**src/rtl/stack.sv**
```systemverilog
`default_nettype none
// ============================================================================
// Module   : stack
// Purpose  : Shift-register LIFO stack of DEPTH words. entry[0] is the top
//            and entry[1] the word below it; both are exposed directly as
//            registered outputs. Supports load (overwrite top), push, pop and
//            push+pop (replace top). No overflow/underflow tracking: pushes
//            on a full stack drop the bottom word, pops on an empty stack
//            shift in zeros.
// Revision : 1.0 - initial release
// ============================================================================
module stack #(
  parameter int WIDTH = 16,
  parameter int DEPTH = 8    // must be at least 2 so qnext has a backing entry
) (
  input  logic             clk,
  input  logic             reset,
  input  logic             load,
  input  logic             push,
  input  logic             pop,
  input  logic [WIDTH-1:0] d,
  output logic [WIDTH-1:0] qtop,
  output logic [WIDTH-1:0] qnext
);

  logic [WIDTH-1:0] entry_q [DEPTH];
  logic [WIDTH-1:0] entry_d [DEPTH];

  // Next-state for every entry; priority load > push+pop > push > pop > hold.
  always_comb begin
    for (int i = 0; i < DEPTH; i++) begin
      entry_d[i] = entry_q[i];
    end
    if (load) begin
      entry_d[0] = d;
    end else if (push && pop) begin
      // Simultaneous push and pop collapses to replacing the top word.
      entry_d[0] = d;
    end else if (push) begin
      for (int i = 1; i < DEPTH; i++) begin
        entry_d[i] = entry_q[i-1];
      end
      entry_d[0] = d;
    end else if (pop) begin
      for (int i = 0; i < DEPTH - 1; i++) begin
        entry_d[i] = entry_q[i+1];
      end
      entry_d[DEPTH-1] = '0;
    end
  end

  // Entry registers; synchronous reset clears the whole stack and overrides any command.
  always_ff @(posedge clk) begin
    if (reset) begin
      for (int i = 0; i < DEPTH; i++) begin
        entry_q[i] <= '0;
      end
    end else begin
      for (int i = 0; i < DEPTH; i++) begin
        entry_q[i] <= entry_d[i];
      end
    end
  end

  assign qtop  = entry_q[0];
  assign qnext = entry_q[1];

endmodule
`default_nettype wire

```
**config.mk**
```make
export PLATFORM = sky130hd
export DESIGN_NAME = stack
export DESIGN_NICKNAME = d
export VERILOG_FILES = /design/src/rtl/stack.sv
export SDC_FILE = /design/constraint.sdc
export NUM_CORES = 1
export LEC_CHECK = 0
export ABC_AREA = 1
export CELL_PAD_IN_SITES_DETAIL_PLACEMENT = 1
export CELL_PAD_IN_SITES_GLOBAL_PLACEMENT = 2
export CORE_MARGIN = 5
export CORE_UTILIZATION = 34
export CTS_CLUSTER_DIAMETER = 120
export DETAILED_ROUTE_END_ITERATION = 7
export PLACE_DENSITY = 0.92
export SLEW_MARGIN = 20
export SYNTH_ARGS = -nofsm -noshare
export SYNTH_HDL_FRONTEND = slang
export SYNTH_SLANG_ARGS = --single-unit
```
**constraint.sdc**
```tcl
create_clock -name clk -period 2.4 [get_ports clk]
set_clock_uncertainty 0.15 [all_clocks]
set_input_delay 0.36 -clock clk [delete_from_list [all_inputs] [get_ports clk]]
set_output_delay 0.36 -clock clk [all_outputs]
set_load 0.02 [all_outputs]
```
==> impl_metrics.py <==
metrics = {
    "run_status": {
        "outcome": "finished, final reports clean",
    },
    "clock_tree": {
        "ctsLongestPathBuffers": 2,
        "clkSinkCount": 128,
        "clk_latency_ns": 0.41,
        "clk_pin_slew_ns": 0.05,
        "cts_setup_buffers": 0,
        "cts-resized-gates": 0,
        "root_buffer": "clkbuf_16",
        "htree_levels": 4,
        "cts_hold_buf": 0,
        "numCtsBuffers": 17,
        "tritoncts": "yes",
    },
    "final_layout": {
        "drive_above_1_share_pct": 5.24,
        "largest_reg_flops": 128,
        "fillCellCount": 2436,
        "final_nets": 1040,
        "areaGrowthSynthToFinish_pct": 16.8,
        "diodes": 0,
        "post-route-util_pct": 40.4,
        "reg_top3": "entry_q (128)",
        "max_flop_register": "entry_q",
    },
    "synthesis": {
        "synth_top_area_share_pct": 39.6,
        "synth.largest_area_cell": "dfxtp_1",
        "synth_top_flop_cell": "dfxtp_1",
        "yosysUniqueCellTypes": 16,
        "synthTopCellsByCount": "nand2_1 (424), nor2_1 (195), dfxtp_1 (128), and2_1 (94), a21oi_1 (46)",
        "syn-instance-count": 1025,
        "syn_nets": 1046,
        "async_reset_ff_share_pct": 0,
        "syn_area_per_cell_sq_um": 6.31,
        "synthTopCellsByArea": "dfxtp_1 (40%), nand2_1 (25%), nor2_1 (11%), and2_1 (9.1%), buf_4 (4.5%)",
        "synth-edff-count": 0,
        "syn-cell-area_sq_um": 6460,
        "yosysSeqAreaShare_pct": 39.6,
        "synth-seq-cells": 128,
        "ys_warn_count": 0,
        "synth.most_common_cell": "nand2_1",
    },
    "routing": {
        "drc": 0,
        "viasPerCell": 4.65,
        "drt_iter0_drc": 272,
        "post_drt_wl_per_cell_um": 13.3,
        "wl_met3_um": 407,
        "drt_pass1_iterations": 4,
        "via_count": 5885,
        "dr_wl_met2_um": 7750,
        "top_layer_used": "met4",
        "drt_wl_total_um": 16800,
        "wl_met1_um": 8500,
        "ant_nets": 0,
    },
    "placed_design": {
        "port_buffers": 52,
        "place_ws_ns": 0.316,
        "dp_hpwl_um": 10900,
        "place.gp.congestion": 0.703,
    },
    "worst_setup_path": {
        "crit_buf_inv": 1,
        "startpoint_type": "register",
        "max_stage_delay_ns": 0.64,
        "crit_path_top_delay_cell": "clkdlybuf4s50_1",
        "worstPathMaxFanout": 4,
        "critPathLaunch": "entry_q[0][27]",
        "path_cells": "clkdlybuf4s50_1",
        "crit_path_end_kind": "primary output",
        "path_class": "register to primary output",
        "required_ns": 1.89,
        "regToRegStartpoint": "entry_q[0][27]",
        "crit_arrival_ns": 1.47,
        "crit_family": "buffers and inverters",
    },
    "sta": {
        "slew_headroom_pct": 51.7,
        "holdWs_ns": 0.310,
        "setup_ws_ns": 0.415,
        "max_slew.worst_pin.slew_ns": 0.724,
        "max_freq_mhz": 504,
        "rsz0062_at_grt": "no",
        "finalCritPeriodShare_pct": 82.7,
        "setup_violations": 0,
        "final_hold_viol_count": 0,
        "setup_tns_ns": 0,
        "min_period_ns": 1.98,
        "slew_violations": 0,
    },
    "floorplanning": {
        "start_util_pct": 34.6,
        "design.core.area_sq_um": 18700,
        "floorplan.die.height_um": 148,
        "die_area_sq_um": 21900,
        "die_w_um": 148,
        "ios": 53,
        "rows": 50,
    },
    "grt": {
        "grt_max_degree": 98,
        "grt_overflow": 0,
        "antenna_found_initial": 0,
        "grt.total_usage_pct": 15.7,
        "grt_pass1_vias": 5782,
        "grt_first_pass_wirelength_um": 28400,
    },
    "run": {
        "cap_violations": 0,
    },
    "pwr": {
        "leakage_nw": 2.97,
        "cellPowerDensity_nw_per_um2": 764,
        "ir_worst_vdd_uv": 267,
    },
    "worst_hold_path": {
        "hp-class": "register to register",
        "min-delay-start": "entry_q[1][51]",
    },
}
-- per-layer routing --
metal / GRT usage [%] / vias to the layer above
met5: 0 / -
met4: 4.43 / 0
met3: 3.34 / 14
met2: 26.8 / 56
met1: 20.1 / 2752
li1: - / 3063
-- cells in the final DEF, fill, tap and decap left out, drive strengths merged --
master / Yosys / final
a21oi: 46 / 46
and2: 96 / 96
buf: 84 / 21
bufinv: 0 / 2
clkbuf: 13 / 25
clkdlybuf4s50: 0 / 51
clkinv: 0 / 5
dfxtp: 128 / 128
inv: 4 / 3
nand2: 424 / 424
nand3: 17 / 17
nor2: 197 / 197
o21ai: 16 / 16
-- report_power, final --
part / total [mW] / internal [mW] / switching, mW
sequential: 2.39 / 2.27 / 0.121
clock: 2.55 / 1.63 / 0.919
combinational: 0.830 / 0.353 / 0.476
total: 5.77 / 4.25 / 1.52
-- metrics by stage --
step | area [sq um] | power, mW | cells
5_1_grt | 7550 | 6.05 | 1265
3_3_place_gp | 6980 | 3.25 | 1234
4_1_cts | 7550 | 5.85 | 1265
3_5_place_dp | 6980 | 3.28 | 1234
6_report | 7550 | 5.77 | 1265
2_1_floorplan | 6460 | 3.03 | 1025
-- cells by family after synthesis --
kind of cell	Yosys count	share of synthesized area, %
compound gates	62	4.80
buf+inv	101	8.81
flops	128	39.6
simple gates	734	46.7
-- area by class of cell --
cell class	count	area, sq um	area share, %
clock buffers	25	495	6.56
clock inverters	6	80.1	1.06
inverters	4	16.3	0.215
multi-input cells	796	3340	44.2
flip-flops and latches	128	2560	33.9
well taps	234	293	3.88
repair buffers	72	768	10.2
-- worst paths after layout --
kind | to | slack (ns) | cells past startpoint
setup reg to reg | entry_q[0][43] | 1.34 | 5
hold / removal | entry_q[1][51] | 0.31 | 2
hold reg to reg | entry_q[1][51] | 0.31 | 2
setup / recovery | qnext[11] | 0.42 | 1
Note: power is estimated with default switching activity, not from simulation.
